===== src/rtl/riscv_pkg.sv =====
// -----------------------------------------------------------------------------
// riscv_pkg
//   Shared RV32I definitions for the decode stage:
//     - datapath width and register address width
//     - base opcode encodings used by decode
//     - immediate format encoding (imm_fmt_e)
//     - decode_opcode(): per-opcode control summary (dec_ctrl_t)
// -----------------------------------------------------------------------------
package riscv_pkg;

    localparam int XLEN       = 32;
    localparam int REG_ADDR_W = 5;

    localparam logic [6:0] OPC_OP     = 7'b0110011;
    localparam logic [6:0] OPC_OP_IMM = 7'b0010011;
    localparam logic [6:0] OPC_LOAD   = 7'b0000011;
    localparam logic [6:0] OPC_STORE  = 7'b0100011;
    localparam logic [6:0] OPC_BRANCH = 7'b1100011;
    localparam logic [6:0] OPC_JAL    = 7'b1101111;
    localparam logic [6:0] OPC_JALR   = 7'b1100111;
    localparam logic [6:0] OPC_LUI    = 7'b0110111;
    localparam logic [6:0] OPC_AUIPC  = 7'b0010111;

    typedef enum logic [2:0] {
        IMM_NONE,
        IMM_I,
        IMM_S,
        IMM_B,
        IMM_U,
        IMM_J
    } imm_fmt_e;

    typedef struct packed {
        logic     regwrite;
        logic     memread;
        logic     memwrite;
        logic     illegal;
        logic     use_rs1;
        logic     use_rs2;
        imm_fmt_e imm_fmt;
    } dec_ctrl_t;

    // Control summary of one opcode. Unknown opcodes are flagged illegal and
    // keep every side-effecting control low; they still count as rs1 users.
    function automatic dec_ctrl_t decode_opcode(input logic [6:0] opcode);
        dec_ctrl_t c;
        c         = '0;
        c.use_rs1 = 1'b1;
        case (opcode)
            OPC_OP: begin
                c.regwrite = 1'b1;
                c.use_rs2  = 1'b1;
            end
            OPC_OP_IMM: begin
                c.regwrite = 1'b1;
                c.imm_fmt  = IMM_I;
            end
            OPC_LOAD: begin
                c.regwrite = 1'b1;
                c.memread  = 1'b1;
                c.imm_fmt  = IMM_I;
            end
            OPC_STORE: begin
                c.memwrite = 1'b1;
                c.use_rs2  = 1'b1;
                c.imm_fmt  = IMM_S;
            end
            OPC_BRANCH: begin
                c.use_rs2  = 1'b1;
                c.imm_fmt  = IMM_B;
            end
            OPC_JAL: begin
                c.regwrite = 1'b1;
                c.use_rs1  = 1'b0;
                c.imm_fmt  = IMM_J;
            end
            OPC_JALR: begin
                c.regwrite = 1'b1;
                c.imm_fmt  = IMM_I;
            end
            OPC_LUI, OPC_AUIPC: begin
                c.regwrite = 1'b1;
                c.use_rs1  = 1'b0;
                c.imm_fmt  = IMM_U;
            end
            default: begin
                c.illegal  = 1'b1;
            end
        endcase
        return c;
    endfunction

endpackage


===== src/rtl/imm_gen.sv =====
// -----------------------------------------------------------------------------
// imm_gen
//   Combinational RV32I immediate generator. Rebuilds the I/S/B/U/J immediate
//   from the instruction bits and sign-extends it to XLEN. IMM_NONE gives 0.
// Ports
//   instr_i  in   [31:7]  instruction word above the opcode field
//   fmt_i    in   enum    immediate format selected by decode
//   imm_o    out  XLEN    sign-extended immediate
// -----------------------------------------------------------------------------
module imm_gen
    import riscv_pkg::*;
#(
    parameter int XLEN = riscv_pkg::XLEN
) (
    input  logic [31:7]     instr_i,
    input  imm_fmt_e        fmt_i,
    output logic [XLEN-1:0] imm_o
);

    logic [31:0] imm32;

    always_comb begin
        // NOTE: every output of a combinational block gets a default first, so
        // no path through the case can leave it unassigned and infer a latch.
        imm32 = '0;
        case (fmt_i)
            IMM_I: imm32 = {{20{instr_i[31]}}, instr_i[31:20]};
            IMM_S: imm32 = {{20{instr_i[31]}}, instr_i[31:25], instr_i[11:7]};
            IMM_B: imm32 = {{19{instr_i[31]}}, instr_i[31], instr_i[7],
                            instr_i[30:25], instr_i[11:8], 1'b0};
            IMM_U: imm32 = {instr_i[31:12], 12'b0};
            IMM_J: imm32 = {{11{instr_i[31]}}, instr_i[31], instr_i[19:12],
                            instr_i[20], instr_i[30:21], 1'b0};
            default: imm32 = '0;
        endcase
    end

    assign imm_o = XLEN'(signed'(imm32));

endmodule


===== src/rtl/decode_stage.sv =====
// -----------------------------------------------------------------------------
// decode_stage
//   RV32I decode stage. Decodes the IF/ID instruction, drives the register
//   file read addresses, selects operands (x0 / EX-MEM forward / WB bypass /
//   register file), detects RAW and load-use hazards, and captures ID/EX.
//
// Configuration
//   FORWARDING_EN  defined: non-load EX/MEM producers are forwarded from
//                  exmem_data; only a load in EX/MEM stalls.
//                  undefined: any EX/MEM producer match stalls until it
//                  reaches WB, where the WB bypass supplies the value.
//
// Ports
//   clock, reset_n                      clock, async active-low reset
//   if_valid, if_instr, if_pc           IF/ID contents
//   id_ready                            decode accepts if_instr this cycle
//   rf_read1/2, rf_data1/2              combinational register-file read
//   exmem_regwrite/memread/rd/data      EX/MEM producer information
//   wb_regwrite/rd/data                 WB write port (same as register file)
//   ex_stall                            execute cannot accept; hold ID/EX
//   flush                               redirect; kill decode and ID/EX
//   ex_*                                registered ID/EX contents
// -----------------------------------------------------------------------------
module decode_stage
    import riscv_pkg::*;
#(
    parameter int XLEN       = riscv_pkg::XLEN,
    parameter int REG_ADDR_W = riscv_pkg::REG_ADDR_W
) (
    input  logic                  clock,
    input  logic                  reset_n,
    input  logic                  if_valid,
    input  logic [31:0]           if_instr,
    input  logic [XLEN-1:0]       if_pc,
    output logic                  id_ready,
    output logic [REG_ADDR_W-1:0] rf_read1,
    output logic [REG_ADDR_W-1:0] rf_read2,
    input  logic [XLEN-1:0]       rf_data1,
    input  logic [XLEN-1:0]       rf_data2,
    input  logic                  exmem_regwrite,
    input  logic                  exmem_memread,
    input  logic [REG_ADDR_W-1:0] exmem_rd,
    input  logic [XLEN-1:0]       exmem_data,
    input  logic                  wb_regwrite,
    input  logic [REG_ADDR_W-1:0] wb_rd,
    input  logic [XLEN-1:0]       wb_data,
    input  logic                  ex_stall,
    input  logic                  flush,
    output logic                  ex_valid,
    output logic [XLEN-1:0]       ex_pc,
    output logic [XLEN-1:0]       ex_op1,
    output logic [XLEN-1:0]       ex_op2,
    output logic [XLEN-1:0]       ex_imm,
    output logic [REG_ADDR_W-1:0] ex_rd,
    output logic [6:0]            ex_opcode,
    output logic [2:0]            ex_funct3,
    output logic                  ex_funct7b5,
    output logic                  ex_regwrite,
    output logic                  ex_memread,
    output logic                  ex_memwrite,
    output logic                  ex_illegal
);

    typedef struct packed {
        logic                  valid;
        logic [XLEN-1:0]       pc;
        logic [XLEN-1:0]       op1;
        logic [XLEN-1:0]       op2;
        logic [XLEN-1:0]       imm;
        logic [REG_ADDR_W-1:0] rd;
        logic [6:0]            opcode;
        logic [2:0]            funct3;
        logic                  funct7b5;
        logic                  regwrite;
        logic                  memread;
        logic                  memwrite;
        logic                  illegal;
    } idex_t;

    idex_t                 idex_q, idex_d, dec;
    dec_ctrl_t             ctrl;
    logic [REG_ADDR_W-1:0] rs1, rs2;
    logic                  use_rs1, use_rs2;
    logic [XLEN-1:0]       imm, op1, op2;
    logic                  idex_hit, exmem_hit, exmem_stall, hz;

    // ---------------------------------------------------------------- decode
    assign rs1      = if_instr[19:15];
    assign rs2      = if_instr[24:20];
    assign rf_read1 = rs1;
    assign rf_read2 = rs2;
    assign ctrl     = decode_opcode(if_instr[6:0]);

    // x0 never creates a dependency.
    assign use_rs1 = ctrl.use_rs1 && (rs1 != '0);
    assign use_rs2 = ctrl.use_rs2 && (rs2 != '0);

    imm_gen #(.XLEN(XLEN)) u_imm_gen (
        .instr_i (if_instr[31:7]),
        .fmt_i   (ctrl.imm_fmt),
        .imm_o   (imm)
    );

    // ------------------------------------------------------ operand selection
    // Later assignments override earlier ones, so the order below is lowest
    // priority first: rf_data, WB bypass, EX/MEM forward, x0.
    always_comb begin
        op1 = rf_data1;
        op2 = rf_data2;
        // The register file writes at the edge, so its read still shows the
        // old value while the WB write is in flight.
        if (wb_regwrite && (wb_rd == rs1)) op1 = wb_data;
        if (wb_regwrite && (wb_rd == rs2)) op2 = wb_data;
`ifdef FORWARDING_EN
        // Load data is not available in EX/MEM; those cases stall instead.
        if (exmem_regwrite && !exmem_memread && (exmem_rd == rs1)) op1 = exmem_data;
        if (exmem_regwrite && !exmem_memread && (exmem_rd == rs2)) op2 = exmem_data;
`endif
        if (rs1 == '0) op1 = '0;
        if (rs2 == '0) op2 = '0;
    end

    // ------------------------------------------------------ hazard detection
    assign idex_hit  = idex_q.valid && idex_q.regwrite &&
                       ((use_rs1 && (idex_q.rd == rs1)) || (use_rs2 && (idex_q.rd == rs2)));
    assign exmem_hit = exmem_regwrite &&
                       ((use_rs1 && (exmem_rd == rs1)) || (use_rs2 && (exmem_rd == rs2)));

`ifdef FORWARDING_EN
    assign exmem_stall = exmem_hit && exmem_memread;
`else
    assign exmem_stall = exmem_hit;

    // Without forwarding the EX/MEM value and load flag play no part.
    logic unused_exmem_inputs;
    assign unused_exmem_inputs = ^{exmem_memread, exmem_data};
`endif

    assign hz       = if_valid && (idex_hit || exmem_stall);
    // A flush drops whatever is offered, so decode is always ready then.
    assign id_ready = flush || !(ex_stall || hz);

    // ------------------------------------------------------- ID/EX next state
    always_comb begin
        dec          = '0;
        dec.valid    = 1'b1;
        dec.pc       = if_pc;
        dec.op1      = op1;
        dec.op2      = op2;
        dec.imm      = imm;
        dec.rd       = if_instr[11:7];
        dec.opcode   = if_instr[6:0];
        dec.funct3   = if_instr[14:12];
        dec.funct7b5 = if_instr[30];
        dec.regwrite = ctrl.regwrite;
        dec.memread  = ctrl.memread;
        dec.memwrite = ctrl.memwrite;
        dec.illegal  = ctrl.illegal;
    end

    // Priority: flush clears, ex_stall holds, hazard or empty IF/ID inserts a
    // bubble, otherwise the decoded instruction advances.
    always_comb begin
        idex_d = idex_q;
        if (flush) begin
            idex_d = '0;
        end else if (!ex_stall) begin
            idex_d = (if_valid && !hz) ? dec : '0;
        end
    end

    // NOTE: ID/EX is pipeline control state, so it is cleared by the async
    // reset; a stale ex_valid would launch a phantom instruction.
    always_ff @(posedge clock or negedge reset_n) begin
        if (!reset_n) begin
            idex_q <= '0;
        end else begin
            // NOTE: non-blocking so every flop samples pre-edge values.
            idex_q <= idex_d;
        end
    end

    assign ex_valid    = idex_q.valid;
    assign ex_pc       = idex_q.pc;
    assign ex_op1      = idex_q.op1;
    assign ex_op2      = idex_q.op2;
    assign ex_imm      = idex_q.imm;
    assign ex_rd       = idex_q.rd;
    assign ex_opcode   = idex_q.opcode;
    assign ex_funct3   = idex_q.funct3;
    assign ex_funct7b5 = idex_q.funct7b5;
    assign ex_regwrite = idex_q.regwrite;
    assign ex_memread  = idex_q.memread;
    assign ex_memwrite = idex_q.memwrite;
    assign ex_illegal  = idex_q.illegal;

endmodule


===== config.mk =====
export PLATFORM = sky130hd
export DESIGN_NAME = decode_stage
export DESIGN_NICKNAME = d
export VERILOG_FILES = /design/src/rtl/riscv_pkg.sv /design/src/rtl/imm_gen.sv /design/src/rtl/decode_stage.sv
export SDC_FILE = /design/constraint.sdc
export NUM_CORES = 1
export LEC_CHECK = 0
export ABC_CLOCK_PERIOD_IN_PS = 5150
export BUFFER_PORTS_ARGS = -buffer_cell sky130_fd_sc_hd__buf_2
export CORE_UTILIZATION = 30
export CTS_BUF_LIST = sky130_fd_sc_hd__clkbuf_4 sky130_fd_sc_hd__clkbuf_8
export DETAILED_ROUTE_END_ITERATION = 12
export GPL_TIMING_DRIVEN = 0
export PLACE_DENSITY = 0.64
export SYNTH_ARGS = -nofsm -noshare
export SYNTH_HDL_FRONTEND = slang
export SYNTH_SLANG_ARGS = --single-unit
export TNS_END_PERCENT = 10

===== constraint.sdc =====
create_clock -name clock -period 5.15 [get_ports clock]
set_input_delay 0.7725 -clock clock [delete_from_list [all_inputs] [get_ports clock]]
set_output_delay 0.7725 -clock clock [all_outputs]
set_load 0.005 [all_outputs]

==> results of run 1 <==
cells in the final DEF, fill, tap and decap left out, drive strengths merged:
cell type / netlist / routed
o21ai: 59 / 59
a32oi: 3 / 3
a22oi: 4 / 4
nand3: 9 / 9
o2bb2ai: 1 / 1
buf: 35 / 363
nand2: 208 / 208
clkbuf: 45 / 64
o21a: 1 / 1
o21bai: 1 / 1
nand4: 2 / 2
inv: 2 / 7
nor2b: 4 / 4
o32ai: 1 / 1
nand2b: 1 / 1
o22ai: 1 / 1
bufinv: 0 / 1
and4b: 1 / 1
nor3b: 1 / 1
a31oi: 1 / 1
a211oi: 1 / 1
a21oi: 24 / 24
nand4b: 1 / 1
and3: 5 / 5
nor2: 8 / 8
mux2i: 65 / 65
nor3: 2 / 2
xnor2: 4 / 4
o31ai: 94 / 94
or4: 2 / 2
xor2: 26 / 26
dfrtp: 149 / 149
diode: 0 / 2
nor4: 6 / 6
clkinv: 0 / 3
and2: 5 / 5
clkinvlp: 0 / 4
and4bb: 1 / 1
sequential cells by signal, summed over array words and instances (netlist names):
register / flops
ex_regwrite: 1
ex_rd: 5
ex_imm: 32
ex_funct3: 3
ex_pc: 32
ex_op1: 32
ex_funct7b5: 1
ex_memwrite: 1
ex_illegal: 1
ex_opcode: 7
ex_op2: 32
ex_valid: 1
ex_memread: 1
cell families (layout without fill, tap and decap cells):
logic type	Yosys count	in the layout	share of synthesized area
buffers and inverters	82	442	0.0527
multiplexers	65	65	0.0886
other	0	2	0
XOR/XNOR	30	30	0.0358
AO/OA/AOI/OAI	191	191	0.170
flip-flops	149	149	0.508
AND/OR/NAND/NOR	256	256	0.145
worst paths after layout:
kind | end | startpoint | depth (start not counted)
worst max-delay path | id_ready | if_instr[19] | 8
worst min-delay path | ex_op2[6]$_DFFE_PN0P_ | reset_n | 1
worst max register to register | ex_imm[8]$_DFFE_PN0P_ | ex_rd[4]$_DFFE_PN0P_ | 6
worst min register to register | ex_memread$_DFFE_PN0P_ | ex_memread$_DFFE_PN0P_ | 2
max in group asynchronous | ex_regwrite$_DFFE_PN0P_ | reset_n | 2
min in group clock | ex_memread$_DFFE_PN0P_ | ex_memread$_DFFE_PN0P_ | 2
report_power, final:
group          total (W)  leakage, nW  switching [W]  internal [W]
registers        0.00123         2.04      0.0000211       0.00120
logic           0.000329         2.55       0.000193      0.000136
clock network   0.000909        0.183       0.000502      0.000407
critical path, cell delays in order:
cell and delay, ns:
sky130_fd_sc_hd__buf_2 0.15, sky130_fd_sc_hd__xor2_1 0.16, sky130_fd_sc_hd__nor4_1 0.32, sky130_fd_sc_hd__a32oi_1 0.24, sky130_fd_sc_hd__o32ai_4 0.72, sky130_fd_sc_hd__clkbuf_1 0.57, sky130_fd_sc_hd__a31oi_1 0.18, sky130_fd_sc_hd__buf_2 0.16
final cells by class:
class                      count  area share
multi-input combinational    542       0.329
sequential                   149       0.381
antenna                        2    0.000511
inverter                       2    0.000766
buffer                        80      0.0387
timing repair buffer         328       0.171
clock buffer                  19      0.0261
tap                          319      0.0407
clock inverter                13      0.0125
routing by layer:
layer | vias up | global-route usage | wire length (um)
met4 | 4 | 0.0714 | 589
met2 | 321 | 0.372 | 13300
met1 | 3455 | 0.261 | 11700
met5 | - | 0 | 31
li1 | 3385 | - | -
met3 | 36 | 0.0689 | 2220
per-stage QoR:
step	worst slack [ns]	total power, W
after floorplan	2.18	0.00138
after global routing	0.838	0.00258
after CTS	1.05	0.00250
final	1.10	0.00246
after global placement	0.908	0.00157
after detailed placement	1.05	0.00158
==> reports/summary.txt, run 1 <==
Boundary pin count - 370
H-tree depth reported by CTS - 4
Footprint of the flip-flops and latches - 0.00373 mm^2
Post-synth ARST share - 1.00
Root cell of the clock tree - sky130_fd_sc_hd__clkbuf_8
P&R area growth vs syn - 33.5%
Number of instances in the synthesized netlist - 773
Wire length of the first global-routing pass - 40,800 um
Maximum ir drop on the vdd rail - 0.121 mV
Post-route worst hold slack - 0.231 ns
Final worst path period need - 4.05 ns
Non-filler instance count after layout - 1,454
WL final - 27,800 um
Register-to-register setup slack - 2.38 ns
HP Class - input port to asynchronous set/reset pin
Floorplan core area - 0.0238 mm^2
Die area - 0.0251 mm^2
Top cells by count, synth - sky130_fd_sc_hd__nand2_1 (208), sky130_fd_sc_hd__dfrtp_1 (149), sky130_fd_sc_hd__o31ai_1 (94)
Net Count, Synth - 983
Clock Sink Count - 149
Final setup vio count - 0
Count of antenna-violating nets left after detailed routing - 0
EDFF count, synth - 0
Post-route fraction of the period consumed by the critical path - 0.787
Pin count of the biggest net entering global routing - 83
Overall via count from detail_route - 7,201
DRC - 0
Post-synthesis area per instance - 9.50 um^2
Buffers added on ports - 327
Final setup TNS - 0 ns
LEAKAGE - 4.77 nW
Resized cells post-CTS - 0
Clock transition time at the flip-flop clock pins of the worst setup and hold paths - 0.10 ns
TritonCTS clock tree - built
Post-route design area - 0.00980 mm^2
CP Class - input port to primary output
Source-to-sink clock delay at the later pin of the worst-skew pair - 0.46 ns
Initial antenna violation count - 4
Launching element type of the critical path - input port
Post-synth top area share - 0.508
Cell Area, Synth - 0.00734 mm^2
Via count of the first global-routing pass - 7,057
X dimension of the die - 158 um
Total CTS buffers - 17
Average via count per standard cell - 4.95
Distinct cells, synth - 37
Half-perimeter wire length of the detailed placement result - 21,300 um
Footprint of the multi-input gates - 0.00323 mm^2
Final nets - 1,330
Highest fanout seen on the critical path - 10
Count of final max-slew check failures - 0
Placed instance count - 1,420
Result of the run - completed
Sequential-to-total area share from yosys stat - 0.508
Type of destination of the critical path - primary output
Leading cell type by number of instances after synthesis - sky130_fd_sc_hd__nand2_1
Setup clock skew after layout - 0.0185 ns
Transition time of the tightest slew-check pin - 0.793 ns
#FFs+latches synth - 149
WL/cell - 19.1 um
RSZ-0062 raised after global routing - false
Worst slew margin relative to its limit - 0.471
Cell area after placement - 0.00941 mm^2
Remaining global-route overflow - 0
Number of DRC markers after the initial detailed-route iteration - 522
Total global-route track usage - 0.219
Site row count - 56
Total power per unit cell area - 251 mW/mm^2
Worst Path Required - 4.38 ns
Hold-fix buffers, CTS - 0
Total of max-cap violations - 0
Maximum achievable frequency - 247 MHz
Number of hold violations in the final report - 0
Final core utilization - 0.412
Top cell type by total area after synthesis - sky130_fd_sc_hd__dfrtp_1
Setup Buffers After CTS - 0
Most area-consuming cells after synthesis - sky130_fd_sc_hd__dfrtp_1 (51%), sky130_fd_sc_hd__nand2_1 (11%), sky130_fd_sc_hd__o31ai_1 (9.6%), sky130_fd_sc_hd__mux2i_1 (8.9%), sky130_fd_sc_hd__o21ai_0 (3.3%)
Fraction of layout instances using a drive strength above 1 - 0.350
CTS max path bufs - 2
Filler Cells Inserted - 2,402
Final GP Congestion - 0.843
Initial Util - 0.309
Die height - 158 um
Total iterations of the first detailed-routing run - 5
Data arrival time of the critical path - 3.28 ns
Main synth FF type - sky130_fd_sc_hd__dfrtp_1
Number of warnings printed during yosys synthesis - 0
No activity file was read; power rests on OpenSTA's default activity.
==> inputs of run 2 (changes only) <==
ABC_AREA = 1   (was unset)
ABC_CLOCK_PERIOD_IN_PS = 3350   (was 5150)
clock period = 3.35 ns   (was 5.15 ns; I/O delays follow)
==> reports/summary.txt, run 2 <==
Pre-CTS setup slack - 0.500 ns (was 1.05 ns)
Final worst path period need - 2.78 ns
Distinct cells, synth - 32 (was 37)
Final setup vio count - 0 (unchanged)
WL final - 31,800 um (was 27,800 um)
Source-to-sink clock delay at the later pin of the worst-skew pair - 0.45 ns (was 0.46 ns)
Total CTS buffers - 17 (unchanged)
Final nets - 1,657 (was 1,330)
Half-perimeter wire length of the detailed placement result - 24,000 um (was 21,300 um)
Share of synthesized area spent on multiplexers - 0 (was 0.0886)
Final setup TNS - 0 ns (unchanged)
Resized cells post-CTS - 0 (unchanged)
Result of the run - completed (unchanged)
HP Class - input port to asynchronous set/reset pin (unchanged)
Area share of xor/xnor cells in the synthesized design - 0.0117 (was 0.0358)
Clock Sink Count - 149 (unchanged)
Top cells by count, synth - sky130_fd_sc_hd__nand2_1 (448), sky130_fd_sc_hd__dfrtp_1 (149), sky130_fd_sc_hd__nand4_1 (108) (was sky130_fd_sc_hd__nand2_1 (208), sky130_fd_sc_hd__dfrtp_1 (149), sky130_fd_sc_hd__o31ai_1 (94))
Slowest stage cell on the critical path - sky130_fd_sc_hd__clkbuf_1 (was sky130_fd_sc_hd__o32ai_4)
Fraction of the mapped netlist area in compound gates - 0.0614 (was 0.170)
Hold-fix buffers, CTS - 0 (unchanged)
Die height - 168 um (was 158 um)
Overall via count from detail_route - 9,108 (was 7,201)
Count of final max-slew check failures - 0 (unchanged)
Post-synth top area share - 0.453 (was 0.508)
Synthesized-area fraction occupied by adder cells - 0 (unchanged)
Fraction of layout instances using a drive strength above 1 - 0.303 (was 0.350)
Clock transition time at the flip-flop clock pins of the worst setup and hold paths - 0.10 ns (about the same)
CTS max path bufs - 2 (unchanged)
Post-route worst hold slack - 0.0641 ns (was 0.231 ns)
DRC - 0 (unchanged)
Non-filler instance count after layout - 1,806 (was 1,454)
Transition time of the tightest slew-check pin - 0.865 ns (was 0.793 ns)
Cells along the critical path - buf_2, clkinv_1, nor2_1, clkbuf_1, clkbuf_1, a31oi_1, buf_2 (was buf_2, xor2_1, nor4_1, a32oi_1, o32ai_4, clkbuf_1, a31oi_1, buf_2)
Floorplan core area - 0.0270 mm^2 (was 0.0238 mm^2)
Net Count, Synth - 1,304 (was 983)
CP Class - input port to primary output (unchanged)
Number of instances in the synthesized netlist - 1,094 (was 773)
Kind of cell adding the most delay to the critical path - buffers and inverters (was compound AO/OA/AOI/OAI gates)
Maximum ir drop on the vdd rail - 0.212 mV (was 0.121 mV)
Filler Cells Inserted - 2,819 (was 2,402)
Root cell of the clock tree - sky130_fd_sc_hd__clkbuf_8 (unchanged)
Number of hold violations in the final report - 0 (unchanged)
Number of warnings printed during yosys synthesis - 0 (unchanged)
Largest family of logic cells by synthesized area - simple AND/OR/NAND/NOR gates (was compound AO/OA/AOI/OAI gates)
Worst Path Required - 2.85 ns (was 4.38 ns)
LEAKAGE - 6.17 nW (was 4.77 nW)
Total power per unit cell area - 379 mW/mm^2 (was 251 mW/mm^2)
Worst Path Buf+Inv - 5 (was 3)
TritonCTS clock tree - built (unchanged)
Number of DRC markers after the initial detailed-route iteration - 672 (was 522)
Launching element type of the critical path - input port (unchanged)
Highest fanout seen on the critical path - 10 (unchanged)
Setup Buffers After CTS - 0 (unchanged)
Post-route fraction of the period consumed by the critical path - 0.829
Initial Util - 0.305 (was 0.309)
#FFs+latches synth - 149 (unchanged)
Die area - 0.0281 mm^2 (was 0.0251 mm^2)
Leading cell type by number of instances after synthesis - sky130_fd_sc_hd__nand2_1 (unchanged)
EDFF count, synth - 0 (unchanged)
Setup clock skew after layout - 0.0187 ns (was 0.0185 ns)
Buffers added on ports - 333 (was 327)
P&R area growth vs syn - 30.7% (was 33.5%)
Most frequent cells in the layout - sky130_fd_sc_hd__nand2_1 (448), sky130_fd_sc_hd__buf_2 (349), sky130_fd_sc_hd__dfrtp_1 (149) (was sky130_fd_sc_hd__buf_2 (347), sky130_fd_sc_hd__nand2_1 (208), sky130_fd_sc_hd__dfrtp_1 (149))
Final core utilization - 0.399 (was 0.412)
Post-synth ARST share - 1.00 (unchanged)
H-tree depth reported by CTS - 4 (unchanged)
Total of max-cap violations - 0 (unchanged)
Post-Synth Simple-Gate Area - 0.395 (was 0.145)
RSZ-0062 raised after global routing - false (unchanged)
Type of destination of the critical path - primary output (unchanged)
Cell Area, Synth - 0.00823 mm^2 (was 0.00734 mm^2)
Top cell type by total area after synthesis - sky130_fd_sc_hd__dfrtp_1 (unchanged)
X dimension of the die - 168 um (was 158 um)
Main synth FF type - sky130_fd_sc_hd__dfrtp_1 (unchanged)
Sequential-to-total area share from yosys stat - 0.453 (was 0.508)
WL/cell - 17.6 um (was 19.1 um)
Most common cell after layout, fill and taps aside - sky130_fd_sc_hd__nand2_1 (was sky130_fd_sc_hd__buf_2)
Via count of the first global-routing pass - 8,474 (was 7,057)
Placed instance count - 1,769 (was 1,420)
Most area-consuming cells after synthesis - sky130_fd_sc_hd__dfrtp_1 (45%), sky130_fd_sc_hd__nand2_1 (20%), sky130_fd_sc_hd__nand4_1 (8.2%), sky130_fd_sc_hd__nand3_1 (6.0%), sky130_fd_sc_hd__a21oi_1 (4.1%) (was sky130_fd_sc_hd__dfrtp_1 (51%), sky130_fd_sc_hd__nand2_1 (11%), sky130_fd_sc_hd__o31ai_1 (9.6%), sky130_fd_sc_hd__mux2i_1 (8.9%), sky130_fd_sc_hd__o21ai_0 (3.3%))
Total global-route track usage - 0.224 (was 0.219)
Post-route worst setup slack - 0.572 ns (was 1.10 ns)
Boundary pin count - 370 (unchanged)
Peak per-stage delay on the critical path - 0.50 ns (was 0.72 ns)
Average via count per standard cell - 5.04 (was 4.95)
Maximum achievable frequency - 360 MHz
Remaining global-route overflow - 0 (unchanged)
Count of antenna-violating nets left after detailed routing - 0 (unchanged)
Data arrival time of the critical path - 2.28 ns (was 3.28 ns)
Post-synthesis area per instance - 7.52 um^2 (was 9.50 um^2)
Final GP Congestion - 0.910 (was 0.843)
Worst slew margin relative to its limit - 0.423 (was 0.471)
Pin count of the biggest net entering global routing - 79 (was 83)
Wire length of the first global-routing pass - 48,500 um (was 40,800 um)
Total iterations of the first detailed-routing run - 5 (unchanged)
Site row count - 60 (was 56)
Initial antenna violation count - 8 (was 4)
run 2: cell type report:
type / instances / area, um^2 / area share
inverters: 35 / 131 / 0.0122
flip-flops and latches: 149 / 3730 / 0.347
clock buffers: 18 / 248 / 0.0230
plain buffers: 94 / 514 / 0.0478
clock inverters: 14 / 140 / 0.0130
well taps: 341 / 427 / 0.0397
repair buffers: 334 / 1700 / 0.158
multi-input cells: 816 / 3850 / 0.358
diodes: 5 / 12.5 / 0.00116
run 2: report_power, final:
part | leakage (nW) | switching [W] | internal (W)
combinational | 3.93 | 0.000451 | 0.000258
clock | 0.199 | 0.000835 | 0.000633
sequential | 2.04 | 0.0000356 | 0.00186
total | 6.17 | 0.00132 | 0.00275
run 2: cell families (layout without fill, tap and decap cells):
logic type / Yosys count / after routing
and+or+nand+nor: 707 / 707
xor gates and xnor gates: 11 / 11
AOI/OAI and AO/OA: 98 / 98
DFF: 149 / 149
other: 0 / 5
buffers and inverters: 129 / 495
run 2: path summary, 6_finish.rpt:
path	start	endpoint	slack (ns)	cells after the start
worst max-delay path	ex_stall	id_ready	0.57	7
worst min-delay path	reset_n	ex_op2[8]$_DFFE_PN0P_	0.06	1
worst max register to register	ex_rd[0]$_DFFE_PN0P_	ex_opcode[2]$_DFFE_PN0P_	1.46	11
worst min register to register	ex_op2[29]$_DFFE_PN0P_	ex_op2[29]$_DFFE_PN0P_	0.48	2
max in group asynchronous	reset_n	ex_pc[31]$_DFFE_PN0P_	2.42	2
min in group clock	if_pc[7]	ex_pc[7]$_DFFE_PN0P_	0.26	3
run 2: stage by stage:
step	total power [W]	cell area [um^2]
after floorplan	0.00226	8230
after global placement	0.00262	10300
after detailed placement	0.00264	10400
after CTS	0.00412	10700
after global routing	0.00427	10700
final	0.00407	10800
run 2: per-layer routing:
layer  up-vias  part of all wire  global-route usage
li1       4364                 -                   -
met1      4280              0.45               0.303
met2       402              0.46               0.351
met3        56             0.069              0.0529
met4         6             0.024              0.0730
met5         -            0.0011                   0
==> inputs of run 3 (changes only) <==
ABC_CLOCK_PERIOD_IN_PS = 2600   (was 3350)
PLACE_DENSITY = 0.62   (was 0.64)
clock period = 2.6 ns   (was 3.35 ns; I/O delays follow)
==> reports/summary.txt, run 3 (synthesis results as in run 2) <==
Remaining global-route overflow - 0 (unchanged)
Initial antenna violation count - 5 (was 8)
Die area - 0.0281 mm^2 (unchanged)
Count of final max-slew check failures - 0 (unchanged)
Maximum achievable frequency - 423 MHz
Switching power - 0.00170 W (was 0.00132 W)
Source-to-sink clock delay at the later pin of the worst-skew pair - 0.46 ns (was 0.45 ns)
Via count of the first global-routing pass - 8,664 (was 8,474)
Filler Cells Inserted - 2,846 (was 2,819)
Power share of the sequential group - 0.442 (was 0.465)
Final nets - 1,658 (was 1,657)
LEAKAGE - 6.21 nW (was 6.17 nW)
Overall via count from detail_route - 8,925 (was 9,108)
Final setup vio count - 0 (unchanged)
Placed instance count - 1,769 (unchanged)
Count of antenna-violating nets left after detailed routing - 0 (unchanged)
Hold path startpoint - if_pc[24]
Half-perimeter wire length of the detailed placement result - 23,900 um (was 24,000 um)
Pin count of the biggest net entering global routing - 111 (was 79)
H-tree depth reported by CTS - 4 (unchanged)
End of the worst register-to-register path - ex_opcode[3]$_DFFE_PN0P_ (was ex_opcode[2]$_DFFE_PN0P_)
Kind of cell adding the most delay to the critical path - simple AND/OR/NAND/NOR gates (was buffers and inverters)
Worst slew margin relative to its limit - 0.332 (was 0.423)
Setup clock skew after layout - 0.0267 ns (was 0.0187 ns)
Capture endpoint of the worst hold path - ex_pc[24]$_DFFE_PN0P_
DRC - 0 (unchanged)
Most common cell after layout, fill and taps aside - sky130_fd_sc_hd__nand2_1 (unchanged)
Clock transition time at the flip-flop clock pins of the worst setup and hold paths - 0.10 ns (about the same)
Worst Path Required - 2.21 ns (was 2.85 ns)
Floorplan core area - 0.0270 mm^2 (unchanged)
Buffers added on ports - 333 (unchanged)
Number of hold violations in the final report - 0 (unchanged)
CTS max path bufs - 2 (unchanged)
Launching element type of the critical path - input port (unchanged)
Depth of the critical timing path with buffers and inverters included - 11 (was 7)
Total global-route track usage - 0.225 (was 0.224)
Switching power as a share of total power - 0.308 (was 0.325)
Slowest stage cell on the critical path - sky130_fd_sc_hd__nor2_2 (was sky130_fd_sc_hd__clkbuf_1)
Worst hold path stage count - 3
Total of max-cap violations - 0 (unchanged)
HP Class - input port to flip-flop (was input port to asynchronous set/reset pin)
Result of the run - completed (unchanged)
P&R area growth vs syn - 31.8% (was 30.7%)
Final worst path period need - 2.36 ns
Total power per unit cell area - 510 mW/mm^2 (was 379 mW/mm^2)
Fraction of layout instances using a drive strength above 1 - 0.303 (about the same)
X dimension of the die - 168 um (unchanged)
Site row count - 60 (unchanged)
Final GP Congestion - 0.909 (was 0.910)
WL final - 31,500 um (was 31,800 um)
Non-filler instance count after layout - 1,806 (unchanged)
Peak per-stage delay on the critical path - 0.44 ns (was 0.50 ns)
Most frequent cells in the layout - sky130_fd_sc_hd__nand2_1 (448), sky130_fd_sc_hd__buf_2 (349), sky130_fd_sc_hd__dfrtp_1 (149) (unchanged)
Post-route fraction of the period consumed by the critical path - 0.908
TritonCTS clock tree - built (unchanged)
Cells along the critical path - buf_2, inv_1, nand3b_1, nor2_2, nor2_2, nand2_1, nand2_1, nand2_2, nand2_4, a31oi_1, buf_2 (was buf_2, clkinv_1, nor2_1, clkbuf_1, clkbuf_1, a31oi_1, buf_2)
Internal power consumption - 0.00382 W (was 0.00275 W)
Clock Sink Count - 149 (unchanged)
Type of destination of the critical path - primary output (unchanged)
Average via count per standard cell - 4.94 (was 5.04)
Clock share of power - 0.393 (was 0.361)
Total iterations of the first detailed-routing run - 7 (was 5)
RSZ-0062 raised after global routing - false (unchanged)
Final setup TNS - 0 ns (unchanged)
Root cell of the clock tree - sky130_fd_sc_hd__clkbuf_8 (unchanged)
Post-route worst hold slack - 0.152 ns (was 0.0641 ns)
Number of DRC markers after the initial detailed-route iteration - 610 (was 672)
Wire length of the first global-routing pass - 48,400 um (was 48,500 um)
Highest fanout seen on the critical path - 6 (was 10)
Initial Util - 0.305 (unchanged)
Total CTS buffers - 17 (unchanged)
Worst Path Buf+Inv - 3 (was 5)
CP Class - input port to primary output (unchanged)
Worst reg-to-reg path cell count - 11 (unchanged)
Maximum ir drop on the vdd rail - 0.201 mV (was 0.212 mV)
Register-to-register setup slack - 0.72 ns (was 1.46 ns)
Boundary pin count - 370 (unchanged)
WL/cell - 17.5 um (was 17.6 um)
Data arrival time of the critical path - 1.97 ns (was 2.28 ns)
Transition time of the tightest slew-check pin - 1.00 ns (was 0.865 ns)
Worst setup startpoint - if_instr[15] (was ex_stall)
Combinational share of power - 0.165 (was 0.174)
Die height - 168 um (unchanged)
Startpoint of the worst-slack reg-to-reg timing path - ex_rd[1]$_DFFE_PN0P_ (was ex_rd[0]$_DFFE_PN0P_)
==> run 3: power by group through the flow <==
| stage | Combinational, W | Sequential (W) | Clock (W) |
|---|---|---|---|
| 6_report | 0.000912 | 0.00244 | 0.00217 |
| 5_1_grt | 0.00101 | 0.00245 | 0.00234 |
| 4_1_cts | 0.000918 | 0.00244 | 0.00225 |
| 3_5_place_dp | 0.000915 | 0.00249 | 0 |
| 3_3_place_gp | 0.000897 | 0.00248 | 0 |
| 2_1_floorplan | 0.000425 | 0.00249 | 0 |
==> run 3: layout make-up <==
type                       instances  area [um^2]  share of cell area
tap                              341          427              0.0393
buffer                            94          515              0.0475
timing repair buffer             335         1710               0.158
sequential                       149         3730               0.344
antenna                            4         10.0            0.000923
clock inverter                    15          230              0.0212
inverter                          35          131              0.0121
clock buffer                      17          234              0.0216
multi-input combinational        816         3850               0.355
==> run 3: worst max path at each step <==
stage | end | slack [ns]
3_3_place_gp | ex_pc[24]$_DFFE_PN0P_ | -1.27
3_5_place_dp | ex_op2[13]$_DFFE_PN0P_ | -0.11
2_1_floorplan | ex_pc[24]$_DFFE_PN0P_ | 0.84
6_report | id_ready | 0.24
4_1_cts | id_ready | 0.05
5_1_grt | id_ready | 0.1
==> run 3: metal layers <==
metal  global-route usage  share of wire  up-vias
met4               0.0698          0.022        2
met3               0.0513          0.062       44
met5                    0        0.00054        -
li1                     -              -     4360
met1                0.299           0.46     4178
met2                0.361           0.46      341
==> run 3: metrics by stage <==
stage / utilization / total power, W / setup WS [ns] / cell area (um^2)
2_1_floorplan: - / 0.00292 / 0.845 / 8230
3_3_place_gp: 0.383 / 0.00338 / -1.27 / 10300
3_5_place_dp: 0.384 / 0.00340 / -0.113 / 10400
4_1_cts: 0.402 / 0.00561 / 0.0545 / 10800
5_1_grt: 0.402 / 0.00580 / 0.0968 / 10800
6_report: 0.402 / 0.00553 / 0.238 / 10800
==> run 3: worst reg2reg max path, stage by stage (launching register included) <==
cell	delay, ns
sky130_fd_sc_hd__dfrtp_1	0.48
sky130_fd_sc_hd__xnor2_1	0.18
sky130_fd_sc_hd__nand2_1	0.07
sky130_fd_sc_hd__nor2_1	0.10
sky130_fd_sc_hd__nand2_1	0.05
sky130_fd_sc_hd__nand2_1	0.08
sky130_fd_sc_hd__nand2_2	0.06
sky130_fd_sc_hd__nand2_4	0.11
sky130_fd_sc_hd__nor2_8	0.05
sky130_fd_sc_hd__nand2_1	0.17
sky130_fd_sc_hd__buf_2	0.29
sky130_fd_sc_hd__o21ai_1	0.10
==> run 3: repair_timing <==
action / 4_1_cts / 5_1_grt
endpoints found under the hold margin: 39 / 0
endpoints found under the setup margin: 0 / 1
hold buffers: 1 / 0
resized for setup: 0 / 2
setup buffers: 0 / 0
